$ cat src/rtl/kronos_pkg.sv
// Shared Kronos pipeline types: IF->ID packet and fetch FSM state encoding.
package kronos_pkg;

    typedef struct packed {
        logic [31:0] pc;
        logic [31:0] ir;
    } pipeIFID_t;

    localparam logic [1:0] FETCH_INIT  = 2'd0;
    localparam logic [1:0] FETCH_FETCH = 2'd1;
    localparam logic [1:0] FETCH_DRAIN = 2'd2;

endpackage

$ cat src/rtl/kronos_skid_buf.sv
// Two-entry valid/ready skid buffer for pipeIFID_t: output register plus one skid slot.
module kronos_skid_buf
    import kronos_pkg::*;
(
    input  logic        clk,
    input  logic        rst,
    input  logic        flush,
    input  logic [63:0] in_data,
    input  logic        in_vld,
    output logic        in_rdy,
    output logic [63:0] out_data,
    output logic        out_vld,
    input  logic        out_rdy
);

    pipeIFID_t skid_data;
    logic      skid_vld;
    logic      push, pop;

    // Upstream may only push while the skid slot is free, so a push always has a home.
    assign in_rdy = !skid_vld;
    assign push   = in_vld && in_rdy;
    assign pop    = !out_vld || out_rdy;

    always_ff @(posedge clk or posedge rst) begin
        if (rst) begin
            out_data  <= '0;
            out_vld   <= 1'b0;
            skid_data <= '0;
            skid_vld  <= 1'b0;
        end else if (flush) begin
            out_vld  <= 1'b0;
            skid_vld <= 1'b0;
        end else if (pop) begin
            if (skid_vld) begin
                out_data <= skid_data;
                out_vld  <= 1'b1;
                skid_vld <= 1'b0;
            end else begin
                out_vld <= push;
                if (push) out_data <= in_data;
            end
        end else if (push) begin
            skid_data <= in_data;
            skid_vld  <= 1'b1;
        end
    end

endmodule

$ cat src/rtl/kronos_fetch.sv
// Kronos RV32I fetch stage: single-outstanding instruction bus master with PC sequencing and redirect drain.
module kronos_fetch
    import kronos_pkg::*;
#(
    parameter logic [31:0] BOOT_ADDR = 32'h0
) (
    input  logic        clk,
    input  logic        rst,
    output logic [31:0] instr_addr,
    output logic        instr_req,
    input  logic [31:0] instr_data,
    input  logic        instr_ack,
    input  logic        branch,
    input  logic [31:0] branch_target,
    output logic [63:0] fetch,
    output logic        fetch_vld,
    input  logic        fetch_rdy
);

    logic [1:0]  state;
    logic [31:0] pc, target, br_pc;
    logic        buf_rdy, word_vld;
    pipeIFID_t   word;

    assign br_pc      = branch_target & ~32'h3;
    assign instr_addr = pc;

    // pc is the address of the outstanding request; it only advances on ack, which keeps the bus stable.
    always_comb begin
        instr_req = 1'b0;
        case (state)
            FETCH_FETCH: instr_req = buf_rdy;
            FETCH_DRAIN: instr_req = 1'b1;
            default:     instr_req = 1'b0;
        endcase
    end

    assign word_vld = (state == FETCH_FETCH) && instr_req && instr_ack;
    assign word     = '{pc: pc, ir: instr_data};

    always_ff @(posedge clk or posedge rst) begin
        if (rst) begin
            state  <= FETCH_INIT;
            pc     <= BOOT_ADDR;
            target <= BOOT_ADDR;
        end else begin
            case (state)
                FETCH_INIT: begin
                    state <= FETCH_FETCH;
                    if (branch) pc <= br_pc;
                end
                FETCH_FETCH: begin
                    if (branch) begin
                        if (instr_req && !instr_ack) begin
                            target <= br_pc;
                            state  <= FETCH_DRAIN;
                        end else begin
                            pc <= br_pc;
                        end
                    end else if (instr_req && instr_ack) begin
                        pc <= pc + 32'd4;
                    end
                end
                FETCH_DRAIN: begin
                    // The stale word is dropped; the newest redirect wins if it lands with the ack.
                    if (instr_ack) begin
                        pc    <= branch ? br_pc : target;
                        state <= FETCH_FETCH;
                    end else if (branch) begin
                        target <= br_pc;
                    end
                end
                default: state <= FETCH_INIT;
            endcase
        end
    end

    kronos_skid_buf u_buf (
        .clk      (clk),
        .rst      (rst),
        .flush    (branch),
        .in_data  (word),
        .in_vld   (word_vld),
        .in_rdy   (buf_rdy),
        .out_data (fetch),
        .out_vld  (fetch_vld),
        .out_rdy  (fetch_rdy)
    );

endmodule

$ cat config.mk
export PLATFORM = sky130hd
export DESIGN_NAME = kronos_fetch
export DESIGN_NICKNAME = d
export VERILOG_FILES = /design/src/rtl/kronos_pkg.sv /design/src/rtl/kronos_skid_buf.sv /design/src/rtl/kronos_fetch.sv
export SDC_FILE = /design/constraint.sdc
export NUM_CORES = 1
export LEC_CHECK = 0
export ABC_CLOCK_PERIOD_IN_PS = 6750
export BUFFER_PORTS_ARGS = -buffer_cell sky130_fd_sc_hd__buf_4
export CORE_MARGIN = 2
export CORE_UTILIZATION = 52
export CTS_BUF_LIST = sky130_fd_sc_hd__clkbuf_2 sky130_fd_sc_hd__clkbuf_4 sky130_fd_sc_hd__clkbuf_8
export DETAILED_ROUTE_END_ITERATION = 10
export GPL_TIMING_DRIVEN = 0
export HOLD_SLACK_MARGIN = 0.1
export PLACE_DENSITY = 0.86
export SYNTH_ARGS = -nofsm -noshare
export SYNTH_HDL_FRONTEND = slang
export SYNTH_SLANG_ARGS = --single-unit
$ cat constraint.sdc
create_clock -name clk -period 6.75 [get_ports clk]
set_clock_uncertainty 0.05 [all_clocks]
set_input_delay 1.35 -clock clk [delete_from_list [all_inputs] [get_ports clk]]
set_output_delay 1.35 -clock clk [all_outputs]
set_load 0.1 [all_outputs]
Word-level counts from Yosys, hierarchy flattened
Cells that the tools add are included.

word-level totals
  register bits after elaboration = 196
  latch bits = 0
  bits in writable memories = 0
  bits in read-only memories = 0
  input bits = 69
  output and inout bits = 98
  memories = 0

cells by class
  add/subtract/negate cells = 1
  multiply operators = 0
  div/mod/pow operators = 0
  order comparisons = 0
  equal/unequal tests = 9
  shifts and indexed selects = 0
  mux-type cells = 24
  bitwise logic cells = 2
  reductions and logical operators = 20

operators by type and width
  kind                                                    number
  two-way mux 32 bit                                      9
  two-way mux 64 bit                                      2
  case mux 32 bit (3 select lines)                        1
  case mux 32 bit (2 select lines)                        1
  adder 32 x 3 -> 32 bit (second input constant)          1
  AND reduction 3 bit                                     3
  inequality test 2 bit (second input constant)           4
  two-way mux 1 bit                                       6
  two-way mux 2 bit                                       3
  case mux 2 bit (3 select lines)                         1
  nonzero test 2 bit                                      3
  nonzero test 3 bit                                      2
  logical AND 1 bit                                       5
  AND reduction 5 bit                                     1
  AND reduction 4 bit                                     1
  logical NOT 1 bit                                       3
  inequality test 3 x 2 -> 1 bit (second input constant)  1
  inequality test 3 bit (second input constant)           1
  == test 2 x 1 -> 1 bit (second input constant)          1
  == test 2 bit (second input constant)                   1
  logical NOT 2 bit                                       1
  inequality test 2 x 1 -> 1 bit (second input constant)  1
  inverter 1 bit                                          2
  case mux 1 bit (2 select lines)                         1
  logical OR 1 bit                                        1

Longest topological paths before layout
  depth in word-level cells = 8
  depth in mapped cells = 10
  depth with buffers taken out = 7

By module
A second synthesis with hierarchy kept.

second synthesis, totals
  cells, all modules = 774
  area, all modules = 9529.1 um^2

by module, submodules not included
  module           instances  cells each  area an instance (um^2)
  kronos_skid_buf  1          351         5612.9
  kronos_fetch     1          423         3916.3

Least setup slack after synthesis
No wires, ideal clock.

  path type = register to output
  from = reg state[1]
  to = out instr_req
  arrival = 1.884 ns
  setup slack = 3.466 ns
  cell stages (with the launch flop) = 6
  path buffers = 1
  path through = dfrtp_1 inv_1 ha_1 clkbuf_1 nor2b_1 o21a_1

between the ends
  longest elaborated chain between the ends = 2
  elaborated cells between the ends (all ways) = 3

ends and longest elaborated chain
  item                                                            RTL line            RTL
  start, declared                                                 kronos_fetch.sv:20  logic [1:0] state;
  start signal, assigned                                          kronos_fetch.sv:43  state <= FETCH_INIT;
  start signal, assigned                                          kronos_fetch.sv:49  state <= FETCH_FETCH;
  start signal, assigned                                          kronos_fetch.sv:56  state <= FETCH_DRAIN;
  == test 2 bit / == test 2 x 1 -> 1 bit (equally long branches)  kronos_fetch.sv:31  case (state)
  case mux 1 bit (2 select lines) *                               kronos_fetch.sv:31
  end, declared                                                   kronos_fetch.sv:10  output logic instr_req,

Every way passes the cells marked *; elsewhere a longest branch is shown, timed or not.

Worst setup path after layout
Ends and elaborated chain as after synthesis.

==> results.py <==
metrics = {
    "outcome": {
        "outcome": "completed",
    },
    "place": {
        "place.gp.congestion": 0.933,
        "dp.cells": 1209,
        "detailed_place.area_um2": 10600,
        "buffer_ports.inserted": 163,
        "dp.final_hpwl_mm": 16.8,
    },
    "die": {
        "floorplan.die.width_um": 136,
        "fp.coreArea_um2": 17200,
        "initial_standard_cell_utilization_of_the_core": 0.530,
        "die_height_um": 136,
        "ios": 167,
        "core.rowCount": 48,
        "die_area_um2": 18600,
    },
    "cts": {
        "clk-insertion-delay-late_ns": 0.46,
        "cts-htree-levels": 4,
        "clk_transition_reported_paths_ns": 0.09,
        "postCtsHoldBufs": 0,
        "tritoncts.num_buffers": 17,
        "cts_setup_buffers": 0,
        "tritoncts": "yes",
        "clock_sink_count": 196,
        "cts_root_buf": "sky130_fd_sc_hd__clkbuf_8",
        "cts-resized-gates": 0,
        "clockBufferDepth": 2,
    },
    "routing": {
        "drt_drc_violations_left": 0,
        "wl_per_cell_um": 18.8,
        "dr_total_vias": 7371,
        "viasPerCell": 5.94,
        "wl_mm": 23.3,
        "drtPass1Iterations": 6,
        "drtIter0Drc": 725,
        "final_antenna_net_count": 0,
    },
    "sta": {
        "timing.fmax_ghz": 0.268,
        "rsz0062_at_grt": "no",
        "finalWorstPathRequiredPeriod_ns": 3.73,
        "period_share": 0.553,
        "worstMarginPinSlew_ns": 0.980,
        "maxSlewHeadroom": 0.341,
        "finalHoldViolCount": 0,
        "drv_slew": 0,
        "finalSetupViolCount": 0,
    },
    "setup_path": {
        "worstPathArrival_ns": 2.33,
        "worst_ep_required_time_ns": 5.35,
        "crit_slowest_cell": "sky130_fd_sc_hd__dfrtp_1",
        "crit_path_start_kind": "flop",
        "crit_path_cell_trace": "inv_1, ha_1, clkbuf_1, nor2b_1, o21a_1, buf_4",
        "nature_of_the_critical_path_endpoint": "primary output",
        "cp_slowest_stage_delay_ns": 0.44,
        "critPathMaxFanout": 9,
        "worstSetupPathType": "flop to primary output",
    },
    "yosys": {
        "synth-seq-area-share": 0.539,
        "yosysMostFrequentCell": "sky130_fd_sc_hd__dfrtp_1",
        "post-synth-top-area-cell": "sky130_fd_sc_hd__dfrtp_1",
        "postSynthNetCount": 896,
        "syn-cell-area_um2": 9100,
        "synthTopCellsByCount": "sky130_fd_sc_hd__dfrtp_1 (196), sky130_fd_sc_hd__nor2_1 (105), sky130_fd_sc_hd__mux2_2 (95)",
        "synth-warning-count": 0,
        "synth_largest_type_area_fraction": 0.539,
        "syn_inst": 820,
        "ys_top_cells_by_area": "sky130_fd_sc_hd__dfrtp_1 (54%), sky130_fd_sc_hd__mux2_2 (12%), sky130_fd_sc_hd__mux2i_1 (7.1%)",
        "ys_ff_latch": 196,
        "synthDistinctLibCells": 60,
        "synth_edf_count": 0,
        "main_synth_ff_type": "sky130_fd_sc_hd__dfrtp_1",
        "syn_avg_cell_area_um2": 11.1,
        "synthArstFlopShare": 1.00,
    },
    "global_routing": {
        "grt_pass1_vias": 7203,
        "grt_use_total": 0.258,
        "grt_overflow_total": 0,
        "maximum_number_of_pins_on_one_net_before_global_route_repair": 104,
        "antenna_found_initial": 0,
        "grt_pass1_wl_mm": 37.1,
    },
    "layout": {
        "sequential_cell_area_um2": 4900,
        "design_area_um2": 11100,
        "layout.cells.non_filler": 1241,
        "num-fill-cells": 1415,
        "nets": 1079,
        "combined_area_of_the_multi_input_logic_cells_um2": 3930,
        "drive_gt1_frac": 0.305,
        "postLayoutCoreUtil": 0.643,
        "diodes": 0,
        "layout-area-overhead-vs-synth_pct": 21.4,
    },
    "job": {
        "timing.max_cap.violations": 0,
    },
    "worst_hold_path": {
        "min_path_type": "flop to flop",
    },
}
==> registers in the layout, indices dropped and copies added (netlist names) <==
signal           count
u_buf.out_data      64
u_buf.skid_data     64
instr_addr          32
target              32
state                2
u_buf.out_vld        1
u_buf.skid_vld       1
==> layout make-up <==
cell class                 count  area share
buffer                        54      0.0196
clock inverter                11      0.0114
inverter                      13     0.00510
multi-input combinational    557       0.356
timing repair buffer         164       0.113
sequential                   196       0.444
clock buffer                  21      0.0256
tap                          225      0.0255
==> cell families (layout without fill, tap and decap cells) <==
logic type / Yosys count / after routing / share of synthesized area
buf+inv: 67 / 263 / 0.0291
compound gates: 191 / 191 / 0.132
mux: 160 / 160 / 0.189
simple gates: 198 / 198 / 0.0999
xor+xnor: 1 / 1 / 0.000963
fa+ha+maj: 7 / 7 / 0.00962
flops: 196 / 196 / 0.539
==> metal layers <==
layer / up-vias / wire (um) / global-route usage
met5: - / 0 / 0
met4: 0 / 620 / 0.0920
met3: 48 / 1840 / 0.0518
met2: 345 / 11200 / 0.412
met1: 3627 / 9690 / 0.351
li1: 3351 / - / -
==> through the flow <==
stage	hold slack (ns)	setup TNS [ns]	worst slack (ns)
finish	0.446	0	3.02
global route	0.472	0	2.82
CTS	0.448	0	3.01
detailed placement	0.423	0	3.16
global placement	0.419	-415.88	-2.14
floorplan	0.403	0	0.00940
==> path summary, 6_finish.rpt <==
check,slack [ns],startpoint,depth (start not counted),endpoint
hold / removal,0.45,target[0],1,target[0]
setup reg to reg,3.68,state[1],10,instr_addr[22]
hold reg to reg,0.45,target[0],1,target[0]
max in group asynchronous,4.79,rst,3,u_buf.skid_data[34]
setup / recovery,3.02,state[1],6,instr_req
min in group asynchronous,0.93,rst,2,u_buf.out_data[1]
==> critical path: cells and delay by family (launching register included) <==
| kind | cells | cell delay, ns |
|---|---|---|
| buf+inv | 3 | 0.72 |
| flops | 1 | 0.44 |
| simple gates | 1 | 0.32 |
| compound gates | 1 | 0.24 |
| fa+ha+maj | 1 | 0.15 |
==> placed cells by master (no fill, tap or decap), types with 2 or more instances in the layout <==
master,count
sky130_fd_sc_hd__a21oi_1,73
sky130_fd_sc_hd__nor3_1,14
sky130_fd_sc_hd__o32ai_1,2
sky130_fd_sc_hd__o221ai_1,4
sky130_fd_sc_hd__nand4_1,8
sky130_fd_sc_hd__a22o_1,11
sky130_fd_sc_hd__nor4_1,4
sky130_fd_sc_hd__o211ai_1,3
sky130_fd_sc_hd__nor2b_1,5
sky130_fd_sc_hd__mux2i_1,65
sky130_fd_sc_hd__buf_4,163
sky130_fd_sc_hd__clkinv_4,2
sky130_fd_sc_hd__and3_1,6
sky130_fd_sc_hd__ha_1,7
sky130_fd_sc_hd__buf_1,7
sky130_fd_sc_hd__mux2_2,95
sky130_fd_sc_hd__dfrtp_1,196
sky130_fd_sc_hd__nor2_1,105
sky130_fd_sc_hd__clkinv_2,2
sky130_fd_sc_hd__a221oi_1,3
sky130_fd_sc_hd__bufinv_16,2
sky130_fd_sc_hd__o21ai_0,48
sky130_fd_sc_hd__and2_1,4
sky130_fd_sc_hd__buf_2,10
sky130_fd_sc_hd__nand2_1,33
sky130_fd_sc_hd__clkinvlp_4,4
sky130_fd_sc_hd__o31ai_1,2
sky130_fd_sc_hd__a311oi_1,2
sky130_fd_sc_hd__a222oi_1,13
sky130_fd_sc_hd__inv_1,12
sky130_fd_sc_hd__a21o_1,4
sky130_fd_sc_hd__nand3_1,7
sky130_fd_sc_hd__clkbuf_8,20
sky130_fd_sc_hd__a31oi_1,6
sky130_fd_sc_hd__a22oi_1,4
sky130_fd_sc_hd__clkbuf_1,36
Power is not shown: default switching activity piles up to over one toggle a cycle in this logic, so the estimate is an artifact.
